===== src/rtl/music_pkg.sv =====
// Shared note/duration types for the music player blocks.
package music_pkg;
  localparam int NOTE_W = 6;
  localparam int DUR_W  = 6;

  typedef logic [NOTE_W-1:0] note_t;
  typedef logic [DUR_W-1:0]  dur_t;

  localparam note_t REST_NOTE = '0;
endpackage


===== src/rtl/voice_slot.sv =====
// One note-player voice: note register, beat countdown, active flag, load pulse.
// With VOICE_STEAL_EN the remaining count is exported for the steal selector.
module voice_slot #(
  parameter int NOTE_W = 6,
  parameter int DUR_W  = 6
) (
  input  logic              clk,
  input  logic              reset,
  input  logic              flush,
  input  logic              load,
  input  logic              tick,
  input  logic [NOTE_W-1:0] note_in,
  input  logic [DUR_W-1:0]  dur_in,
`ifdef VOICE_STEAL_EN
  output logic [DUR_W-1:0]  rem_out,
`endif
  output logic              active,
  output logic              active_nxt,
  output logic              load_pulse,
  output logic [NOTE_W-1:0] note
);
  logic [DUR_W-1:0] remaining, rem_nxt;

  // A load wins over a tick so a freshly loaded voice is not decremented.
  always_comb begin
    active_nxt = active;
    rem_nxt    = remaining;
    if (flush) begin
      active_nxt = 1'b0;
      rem_nxt    = '0;
    end else if (load) begin
      active_nxt = 1'b1;
      rem_nxt    = dur_in;
    end else if (tick && active) begin
      if (remaining > DUR_W'(1)) begin
        rem_nxt = remaining - DUR_W'(1);
      end else begin
        active_nxt = 1'b0;
        rem_nxt    = '0;
      end
    end
  end

  always_ff @(posedge clk) begin
    if (reset) begin
      active     <= 1'b0;
      remaining  <= '0;
      load_pulse <= 1'b0;
      note       <= '0;
    end else begin
      active     <= active_nxt;
      remaining  <= rem_nxt;
      load_pulse <= load && !flush;
      if (load && !flush) note <= note_in;
    end
  end

`ifdef VOICE_STEAL_EN
  assign rem_out = remaining;
`endif
endmodule


===== src/rtl/voice_allocator.sv =====
// Schedules offered notes onto a pool of voice slots; lowest free voice wins.
// Optional VOICE_STEAL_EN: a full pool replaces the voice with the least remaining time.
module voice_allocator #(
  parameter int NUM_VOICES = 4,
  parameter int NOTE_W     = music_pkg::NOTE_W,
  parameter int DUR_W      = music_pkg::DUR_W
) (
  input  logic                         clk,
  input  logic                         reset,
  input  logic                         play,
  input  logic                         flush,
  input  logic                         beat,
  input  logic                         note_valid,
  output logic                         note_ready,
  input  logic [NOTE_W-1:0]            note,
  input  logic [DUR_W-1:0]             duration,
  output logic [NUM_VOICES-1:0]        voice_load,
  output logic [NUM_VOICES-1:0]        voice_active,
  output logic [NUM_VOICES*NOTE_W-1:0] voice_note,
  output logic                         all_idle
);
  import music_pkg::*;

  logic [NUM_VOICES-1:0]             active, active_nxt, load_vec, load_pulse, free_oh;
  logic [NUM_VOICES-1:0][NOTE_W-1:0] notes;
  logic any_free, silent, accept, place, tick, found;

  assign tick     = beat && play;
  assign any_free = |(~active);
  assign silent   = (note == NOTE_W'(REST_NOTE)) || (duration == '0);

  // Free-voice priority encoder, lowest index first.
  always_comb begin
    free_oh = '0;
    found   = 1'b0;
    for (int i = 0; i < NUM_VOICES; i++) begin
      if (!active[i] && !found) begin
        free_oh[i] = 1'b1;
        found      = 1'b1;
      end
    end
  end

`ifdef VOICE_STEAL_EN
  logic [NUM_VOICES-1:0][DUR_W-1:0] rem;
  logic [NUM_VOICES-1:0]            steal_oh;
  logic [DUR_W-1:0]                 best;

  // Strict less-than keeps the lowest index on ties.
  always_comb begin
    steal_oh    = '0;
    steal_oh[0] = 1'b1;
    best        = rem[0];
    for (int i = 1; i < NUM_VOICES; i++) begin
      if (rem[i] < best) begin
        best        = rem[i];
        steal_oh    = '0;
        steal_oh[i] = 1'b1;
      end
    end
  end

  assign note_ready = play && !flush;
  assign load_vec   = place ? (any_free ? free_oh : steal_oh) : '0;
`else
  assign note_ready = play && !flush && (any_free || silent);
  assign load_vec   = place ? free_oh : '0;
`endif

  assign accept = note_valid && note_ready;
  assign place  = accept && !silent;

  for (genvar i = 0; i < NUM_VOICES; i++) begin : g_voice
    voice_slot #(.NOTE_W(NOTE_W), .DUR_W(DUR_W)) u_slot (
      .clk        (clk),
      .reset      (reset),
      .flush      (flush),
      .load       (load_vec[i]),
      .tick       (tick),
      .note_in    (note),
      .dur_in     (duration),
`ifdef VOICE_STEAL_EN
      .rem_out    (rem[i]),
`endif
      .active     (active[i]),
      .active_nxt (active_nxt[i]),
      .load_pulse (load_pulse[i]),
      .note       (notes[i])
    );
  end

  always_ff @(posedge clk) begin
    if (reset) all_idle <= 1'b1;
    else       all_idle <= ~|active_nxt;
  end

  assign voice_active = active;
  assign voice_load   = load_pulse;
  assign voice_note   = notes;
endmodule


===== config.mk =====
export PLATFORM = sky130hd
export DESIGN_NAME = voice_allocator
export DESIGN_NICKNAME = d
export VERILOG_FILES = /design/src/rtl/music_pkg.sv /design/src/rtl/voice_slot.sv /design/src/rtl/voice_allocator.sv
export SDC_FILE = /design/constraint.sdc
export NUM_CORES = 1
export LEC_CHECK = 0
export BUFFER_PORTS_ARGS = -buffer_cell sky130_fd_sc_hd__buf_2
export CAP_MARGIN = 0
export CORE_MARGIN = 2
export CORE_UTILIZATION = 50
export DETAILED_ROUTE_END_ITERATION = 7
export HOLD_SLACK_MARGIN = 0.06
export PLACE_DENSITY = 0.79
export RECOVER_POWER = 25
export SETUP_SLACK_MARGIN = 0.02
export SLEW_MARGIN = 20
export SYNTH_ARGS = -nofsm -noshare
export SYNTH_HDL_FRONTEND = slang
export SYNTH_SLANG_ARGS = --single-unit

===== constraint.sdc =====
create_clock -name clk -period 1.91 [get_ports clk]
set_clock_uncertainty 0.15 [all_clocks]
set_input_delay 0.191 -clock clk [delete_from_list [all_inputs] [get_ports clk]]
set_output_delay 0.191 -clock clk [all_outputs]
set_load 0.05 [all_outputs]

# Word level (Yosys, flattened, before mapping)
# Index checks and enable logic that the tools add are counted.
dict set report word_totals {
  reg_bits 57
  latch_bits 0
  ram_bits 0
  romBits 0
  inputBits 18
  output_inout_bits 34
  wordCells 96
  n_memories 0
}
dict set report classes {
  n_addsub 4
  mul 0
  n_div 0
  n_lt_le_gt_ge 4
  n_eq_ne 0
  shifts 0
  n_mux 35
  n_bitwise 1
  reduce_logical 35
}
# cell n
set op_table {}
lappend op_table {{6-bit 2-to-1 mux} 12}
lappend op_table {{6-bit by 1-bit greater-than comparator with 1-bit output, second input constant} 4}
lappend op_table {{6-bit by 1-bit subtractor with 6-bit output, second input constant} 4}
lappend op_table {{1-bit 2-to-1 mux} 22}
lappend op_table {{1-bit logical AND} 16}
lappend op_table {{6-bit zero test} 2}
lappend op_table {{1-bit zero test} 8}
lappend op_table {{2-bit nonzero test} 4}
lappend op_table {{4-bit OR reduction} 2}
lappend op_table {{4-bit 2-to-1 mux} 1}
lappend op_table {{4-bit inverter} 1}
lappend op_table {{1-bit logical OR} 2}
lappend op_table {{2-bit OR reduction} 1}

# Longest topological paths before layout
# Gate-level depths: netlist (run 1).
dict set report depth {
  depth_word 14
  depth_mapped 7
  mapped_depth_nobuf 7
}

# Modules after synthesis
# Synthesis (run 1) repeated with hierarchy kept, for this count alone.
dict set report hier_totals {
  cells_unflattened 315
  area_unflattened_um2 2770.2
}
# module instances cells_each area_each_um2 seq_area_each_um2
set modules_own_cells {}
lappend modules_own_cells {voice_slot 4 74 659.4 280.3}
lappend modules_own_cells {voice_allocator 1 19 132.6 20.0}

# Worst setup path after synthesis (run 1)
# OpenSTA, ideal clock, no wires.
dict set report synth_timing {
  kind {input to output}
  from {in duration[0]}
  to {out note_ready}
  t_arrival_ns 1.633
  slack_ns -0.064
  stages 3
  cell_sequence {nor4_2 > a22oi_2 > a31oi_1}
}
dict set report synth_via {
  elab_chain_len 4
}
# item line
set synth_lines {}
lappend synth_lines {{start: declaration} voice_allocator.sv:16} ;# input logic [DUR_W-1:0] duration,
lappend synth_lines {{6-bit zero test} voice_allocator.sv:30} ;# assign silent = (note == NOTE_W'(REST_NOTE)) || (duration == '0);
lappend synth_lines {{1-bit logical OR} voice_allocator.sv:30}
lappend synth_lines {{1-bit logical OR} voice_allocator.sv:66} ;# assign note_ready = play && !flush && (any_free || silent);
lappend synth_lines {{1-bit logical AND} voice_allocator.sv:66}
lappend synth_lines {{end: declaration} voice_allocator.sv:14} ;# output logic note_ready,
# No other way between the ends.

# Final worst setup path (run 1)
dict set report layout_timing {
  from {reg g_voice[0].u_slot.active}
  to {out note_ready}
}
dict set report layout_via {
  elab_chain_len 4
}
# item line
set layout_lines {}
lappend layout_lines {{start: declaration} voice_slot.sv:17} ;# output logic active,
lappend layout_lines {{start signal: assignment} voice_slot.sv:51} ;# active <= active_nxt;
lappend layout_lines {{4-bit inverter} voice_allocator.sv:29} ;# assign any_free = |(~active);
lappend layout_lines {{4-bit OR reduction} voice_allocator.sv:29}
lappend layout_lines {{1-bit logical OR} voice_allocator.sv:66}
lappend layout_lines {{1-bit logical AND} voice_allocator.sv:66}
# No other way between the ends.

==> metrics.txt, run 1 <==
result of the run finished clean; final-report hold violation count 0; maximum vdd ir drop 0.627 mV; floorplan die height 79.0 um; register share of total power 0.430; fraction of power consumed by the clock network 0.499; Crit path depth 4; dominant cell type by count on the critical path sky130_fd_sc_hd__buf_4; Least-Margin Pin Slew 0.628 ns; post-route DRC violation count 0; routed length on met2 3.59 mm; Congestion Overflow GR 0; endpoint required time on the critical path 1.57 ns; initial cell density of the core 0.514; Inserted Clock Buffers 9; origin of the worst setup path g_voice[0].u_slot.active$_SDFF_PP0_; headroom to the max-slew limit 0.583; library cell occupying the most area in the post-synthesis netlist sky130_fd_sc_hd__dfxtp_1; vias in the first global route 2699; maximum number of buffers from clock root to sink 2; Final min period 1.81 ns; sum of negative setup slack 0 ns; maximum achievable frequency 0.552 GHz; Die X-Extent 79.0 um; Post-synth top flop sky130_fd_sc_hd__dfxtp_1; core footprint 5470 um^2; clock-pin slew on the worst setup and hold paths 0.07 ns; Int Power 2170 uW; fraction of final layout cells sized beyond drive strength 1 0.237; terminus of the critical flop-to-flop path all_idle$_SDFF_PP1_; Syn Inst Count 351; WP data arrival 1.47 ns; category of cells accounting for the largest share of critical-path delay buffers and inverters; H-tree depth 3; Post-Route WL 7.78 mm; routed wire length on met3 620 um; die outline area 6240 um^2; reg2reg path depth 6; top cell type's share of synthesized area 0.406; P_sw 634 uW; clk_lat worst skew 0.34 ns; Worst setup EP type primary output; Max Transition Viols Final 0; type of the worst min-delay path in2reg; antenna diode instance count 0; HPWL after detailed placement 5.49 mm; Setup CP Type reg2out; number of nets at the end of the flow 451; pin count of the biggest net entering global routing 30; sequential area share after synthesis 0.406; total of buffers placed on input and output ports 51; share of power burned in combinational logic 0.071; fin util 0.657; Bufs and invs on worst path 2; kind of start point of the critical path register; overall via count from detail_route 2877; count of routing violations after the opening detailed-route iteration 217; minimum setup slack among reg-to-reg paths 0.1 ns; vias per cell 5.73; Synthesis Warnings 0; buffer count from post-CTS setup fixing 0; fill cell total of the finished layout 479; fraction of power spent switching nets 0.226; Clock Sinks 57; initial antenna violation count 0; highest routed metal layer met4; max-cap viol count 0; CP Capture Point note_ready; Syn-to-layout area delta 27.8%; final standard cell area without fillers 3600 um^2; first-pass GRT wire length 12.7 mm; CP Cell Sequence buf_4 -> and3_1 -> a31oi_2 -> buf_4; #FFs+latches synth 57; number of top-level pins 52; Critical Path Max Stage Delay 0.36 ns; number of synthesized flops with an enable pin 0; synthesized netlist net count 377; fraction of registers with async set or reset after synthesis 0; distinct cell type count of the synthesized netlist 47; total setup violations reported at the end of the flow 0; critical path's slowest cell sky130_fd_sc_hd__dfxtp_2; pwr/cell area 779 nW/um^2; routability cong. 0.970; setup repair after global routing missed its margin no; Reg2Reg Launch Point g_voice[1].u_slot.remaining[3]$_SDFFE_PP0P_; CTS tree yes; critical path peak fanout 7; synthesized cell area 2810 um^2; Post-DRT Antenna Nets 0; most frequent cells in the layout sky130_fd_sc_hd__nand2_1, sky130_fd_sc_hd__dfxtp_1, sky130_fd_sc_hd__buf_4, sky130_fd_sc_hd__a21oi_1, sky130_fd_sc_hd__buf_2; overall global routing resource usage 0.263; synthesized area per cell 8.02 um^2; most frequent standard cell in the layout excluding fill and tap cells sky130_fd_sc_hd__nand2_1; root buffer cell sky130_fd_sc_hd__clkbuf_8; drt first pass iters 5; Met1 Routed Length 3.40 mm; FP Rows 27; Wirelength per Cell 15.5 um; placement-stage cell area 3320 um^2; Hold Slack 0.0921 ns; Leak 0.00135 uW; ranking of synthesized cells by area sky130_fd_sc_hd__dfxtp_1, sky130_fd_sc_hd__nand2_1, sky130_fd_sc_hd__a21oi_1; final critical-path share of the clock period 0.948
[cells in the mapped netlist (2+ instances only)]
cell                       count
sky130_fd_sc_hd__nand2_1      76
sky130_fd_sc_hd__dfxtp_1      57
sky130_fd_sc_hd__nor2_1       31
sky130_fd_sc_hd__a21oi_1      29
sky130_fd_sc_hd__a31oi_1      19
sky130_fd_sc_hd__nand3_1      15
sky130_fd_sc_hd__inv_1        11
sky130_fd_sc_hd__buf_4         9
sky130_fd_sc_hd__nor3_1        9
sky130_fd_sc_hd__ha_1          8
sky130_fd_sc_hd__or3_1         8
sky130_fd_sc_hd__mux2i_1       7
sky130_fd_sc_hd__buf_2         6
sky130_fd_sc_hd__clkbuf_1      6
sky130_fd_sc_hd__o21ai_0       6
sky130_fd_sc_hd__a32oi_1       5
sky130_fd_sc_hd__xnor2_1       5
sky130_fd_sc_hd__and3_1        4
sky130_fd_sc_hd__xor2_1        4
sky130_fd_sc_hd__a221oi_1      2
sky130_fd_sc_hd__nand2b_1      2
sky130_fd_sc_hd__nor2b_1       2
sky130_fd_sc_hd__nor3b_1       2
sky130_fd_sc_hd__nor4_1        2
sky130_fd_sc_hd__nor4_2        2
sky130_fd_sc_hd__nor4b_1       2
sky130_fd_sc_hd__o21bai_1      2
[kinds of logic after synthesis]
logic type               synth area share
adder cells (fa/ha/maj)            0.0356
AND/OR/NAND/NOR                     0.281
multiplexers                       0.0249
XOR/XNOR                           0.0280
AO/OA/AOI/OAI                       0.163
buffers and inverters              0.0627
flip-flops                          0.406
[per-layer routing]
layer | track usage | vias to the layer above
met2 | 0.422 | 117
li1 | - | 1372
met3 | 0.0625 | 16
met1 | 0.332 | 1372
met4 | 0.126 | 0
met5 | 0 | -
[per-stage QoR]
| step | instances | worst slack [ns] | power (uW) |
|---|---|---|---|
| final | 502 | 0.0998 | 2800 |
| after global routing | 502 | 0.0214 | 2880 |
| after CTS | 502 | 0.0267 | 2810 |
| after detailed placement | 485 | -0.0348 | 1420 |
| after global placement | 485 | 0.000365 | 1420 |
| after floorplan | 351 | 0.0838 | 1330 |
[worst min-delay path, cell delays in order]
cell	delay [ns]
sky130_fd_sc_hd__buf_2	0.11
sky130_fd_sc_hd__buf_4	0.14
sky130_fd_sc_hd__nand2_1	0.05
sky130_fd_sc_hd__a21oi_1	0.05
[worst min path at each step]
stage / startpoint / end / slack (ns) / cells after the start
5_1_grt: note[4] / g_voice[1].u_slot.note[4]$_SDFFE_PP0P_ / 0.11 / 4
3_3_place_gp: g_voice[3].u_slot.note[3]$_SDFFE_PP0P_ / g_voice[3].u_slot.note[3]$_SDFFE_PP0P_ / 0.29 / 2
4_1_cts: note[4] / g_voice[1].u_slot.note[4]$_SDFFE_PP0P_ / 0.08 / 4
2_1_floorplan: note[0] / g_voice[2].u_slot.note[0]$_SDFFE_PP0P_ / 0.18 / 2
3_5_place_dp: g_voice[3].u_slot.note[3]$_SDFFE_PP0P_ / g_voice[3].u_slot.note[3]$_SDFFE_PP0P_ / 0.29 / 2
6_report: note[4] / g_voice[0].u_slot.note[4]$_SDFFE_PP0P_ / 0.09 / 4
[area by class of cell]
class	instances	area, um^2	area share
repair buffers	86	522	0.145
flip-flops and latches	57	1140	0.318
well taps	72	90.1	0.0251
inverters	11	41.3	0.0115
multi-input cells	260	1560	0.432
clock buffers	11	141	0.0393
clock inverters	5	103	0.0285
[power by group through the flow]
| stage | Clock, uW | Sequential [uW] | Combinational [uW] |
|---|---|---|---|
| 5_1_grt | 1470 | 1200 | 213 |
| 3_5_place_dp | 0 | 1230 | 192 |
| 2_1_floorplan | 0 | 1250 | 80.3 |
| 3_3_place_gp | 0 | 1230 | 190 |
| 4_1_cts | 1410 | 1200 | 195 |
| 6_report | 1400 | 1200 | 199 |
[flip-flops by register name, indices dropped and copies added (netlist names)]
name,flops
g_voice.u_slot.note,24
g_voice.u_slot.remaining,24
g_voice.u_slot.active,4
g_voice.u_slot.load_pulse,4
all_idle,1
[timing repair]
item                                   CTS  global route
gates resized for setup                  1            13
setup endpoints to repair                1            17
pin swaps                                0             2
hold buffers                             1             0
endpoints found under the hold margin    4             0
Power figures use the tool's default switching activity.
==> inputs of run 2 (changes only) <==
--- a/config.mk
+++ b/config.mk
@@ -8,10 +8,10 @@
 export BUFFER_PORTS_ARGS = -buffer_cell sky130_fd_sc_hd__buf_2
 export CAP_MARGIN = 0
 export CORE_MARGIN = 2
-export CORE_UTILIZATION = 50
+export CORE_UTILIZATION = 38
 export DETAILED_ROUTE_END_ITERATION = 7
 export HOLD_SLACK_MARGIN = 0.06
-export PLACE_DENSITY = 0.79
+export PLACE_DENSITY = 0.63
 export RECOVER_POWER = 25
 export SETUP_SLACK_MARGIN = 0.02
 export SLEW_MARGIN = 20
==> run 2 against run 1 <==
Compared with the run above: sequential power hardly changed; count of clock-buffer cells in the layout stayed put; clock power is 20% lower; global-route usage is 6.1 points lower; register-to-register slack hardly changed; hold slack better by 0.00062 ns; first-iteration DRC count is 19% lower; critical path depth is 1 lower; final area is 0.73% higher; highest routed layer unchanged.
==> metrics.txt, run 2 (synthesis gave the netlist of run 1 again) <==
result of the run finished clean; number of nets at the end of the flow 456; Inserted Clock Buffers 9; terminus of the critical flop-to-flop path all_idle$_SDFF_PP1_; clock-pin slew on the worst setup and hold paths 0.06 ns; FP Rows 31; first-pass GRT wire length 13.1 mm; Wirelength per Cell 14.9 um; critical path peak fanout 8; startpoint of the most critical hold path note[5]; Setup CP Type reg2out; Leak 0.00134 uW; final worst setup slack 0.0827 ns; core footprint 7210 um^2; antenna diode instance count 0; count of hold buffers inserted by post-cts repair 0; overall global routing resource usage 0.202; maximum achievable frequency 0.547 GHz; Max Transition Viols Final 0; fraction of final layout cells sized beyond drive strength 1 0.248; origin of the worst setup path g_voice[2].u_slot.active$_SDFF_PP0_; vias per cell 5.25; pwr/cell area 697 nW/um^2; die outline area 8110 um^2; headroom to the max-slew limit 0.583; initial cell density of the core 0.390; Worst setup EP type primary output; count of routing violations after the opening detailed-route iteration 175; HPWL after detailed placement 5.78 mm; max-cap viol count 0; post-placement setup slack -0.0648 ns; CP Capture Point note_ready; maximum number of buffers from clock root to sink 2; vias in the first global route 2686; Final min period 1.83 ns; most frequent cells in the layout sky130_fd_sc_hd__nand2_1, sky130_fd_sc_hd__dfxtp_1, sky130_fd_sc_hd__buf_4, sky130_fd_sc_hd__a21oi_1, sky130_fd_sc_hd__buf_2; number of top-level pins 52; endpoint required time on the critical path 1.57 ns; Die X-Extent 90.1 um; Post-Route WL 7.96 mm; initial antenna violation count 0; final-report hold violation count 0; Hold Slack 0.0927 ns; H-tree depth 3; total setup violations reported at the end of the flow 0; final std cells w/o fill 534; setup repair after global routing missed its margin yes; routability cong. 0.906; Post-DRT Antenna Nets 0; clk_lat worst skew 0.34 ns; overall via count from detail_route 2801; reg2reg path depth 6; final critical-path share of the clock period 0.957; pin count of the biggest net entering global routing 30; largest registers in the final layout g_voice.u_slot.note: 24 flops, g_voice.u_slot.remaining: 24 flops; Least-Margin Pin Slew 0.629 ns; kind of start point of the critical path register; placed cell count 517; type of the worst min-delay path in2reg; post-route DRC violation count 0; Congestion Overflow GR 0; CTS tree yes; total of buffers placed on input and output ports 51; most frequent standard cell in the layout excluding fill and tap cells sky130_fd_sc_hd__nand2_1; WP data arrival 1.49 ns; Syn-to-layout area delta 28.7%; minimum setup slack among reg-to-reg paths 0.10 ns; Reg2Reg Launch Point g_voice[1].u_slot.remaining[2]$_SDFFE_PP0P_; Clock Sinks 57; root buffer cell sky130_fd_sc_hd__clkbuf_8; floorplan die height 90.1 um; maximum vdd ir drop 0.454 mV; drt first pass iters 4; power after layout 2530 uW
[run 2: power by group]
part	switching (uW)	leakage, uW	internal (uW)	total (uW)
logic	132	0.000786	68.5	201
registers	6.57	0.000461	1200	1200
clock network	488	0.0000953	633	1120
[run 2: timing repair]
| item | in CTS | in global routing |
|---|---|---|
| endpoints found under the setup margin | 1 | 12 |
| gates cloned | 0 | 0 |
| pin swaps | 0 | 1 |
| gates resized for setup | 1 | 16 |
| buffers inserted | 0 | 1 |
[run 2: worst max-delay path, cell delays in order, from the launching register on]
cell	delay [ns]
sky130_fd_sc_hd__dfxtp_1	0.58
sky130_fd_sc_hd__and3_1	0.27
sky130_fd_sc_hd__a31oi_2	0.10
sky130_fd_sc_hd__buf_4	0.21
[run 2: stage by stage]
step | utilization | cell area (um^2) | setup TNS, ns
final | 0.502 | 3620 | 0
after global routing | 0.502 | 3620 | -0.00216
after detailed placement | 0.468 | 3380 | -0.151
after CTS | 0.496 | 3580 | 0
after global placement | 0.468 | 3380 | -0.104
after floorplan | - | 2830 | 0
[run 2: how the worst min path moves through the flow]
stage / cells after the start / to / slack (ns)
after floorplan: 2 / g_voice[2].u_slot.note[0]$_SDFFE_PP0P_ / 0.18
after global placement: 2 / g_voice[3].u_slot.note[5]$_SDFFE_PP0P_ / 0.29
after detailed placement: 2 / g_voice[2].u_slot.note[4]$_SDFFE_PP0P_ / 0.29
after CTS: 4 / g_voice[1].u_slot.note[5]$_SDFFE_PP0P_ / 0.09
after global routing: 4 / g_voice[2].u_slot.note[2]$_SDFFE_PP0P_ / 0.11
final: 4 / g_voice[1].u_slot.note[5]$_SDFFE_PP0P_ / 0.09
[run 2: final cells by class]
class / count / area (um^2)
clock buffers: 11 / 141
inverters: 11 / 41.3
repair buffers: 91 / 543
flip-flops and latches: 57 / 1140
fillers: 722 / 3590
multi-input cells: 260 / 1570
well taps: 99 / 124
clock inverters: 5 / 55.1
[run 2: metal layers]
metal,GRT usage,vias to the layer above,wire [um]
li1,-,1377,-
met1,0.263,1320,3650
met2,0.317,97,3710
met3,0.0553,7,511
met4,0.0795,0,96
met5,0,-,0
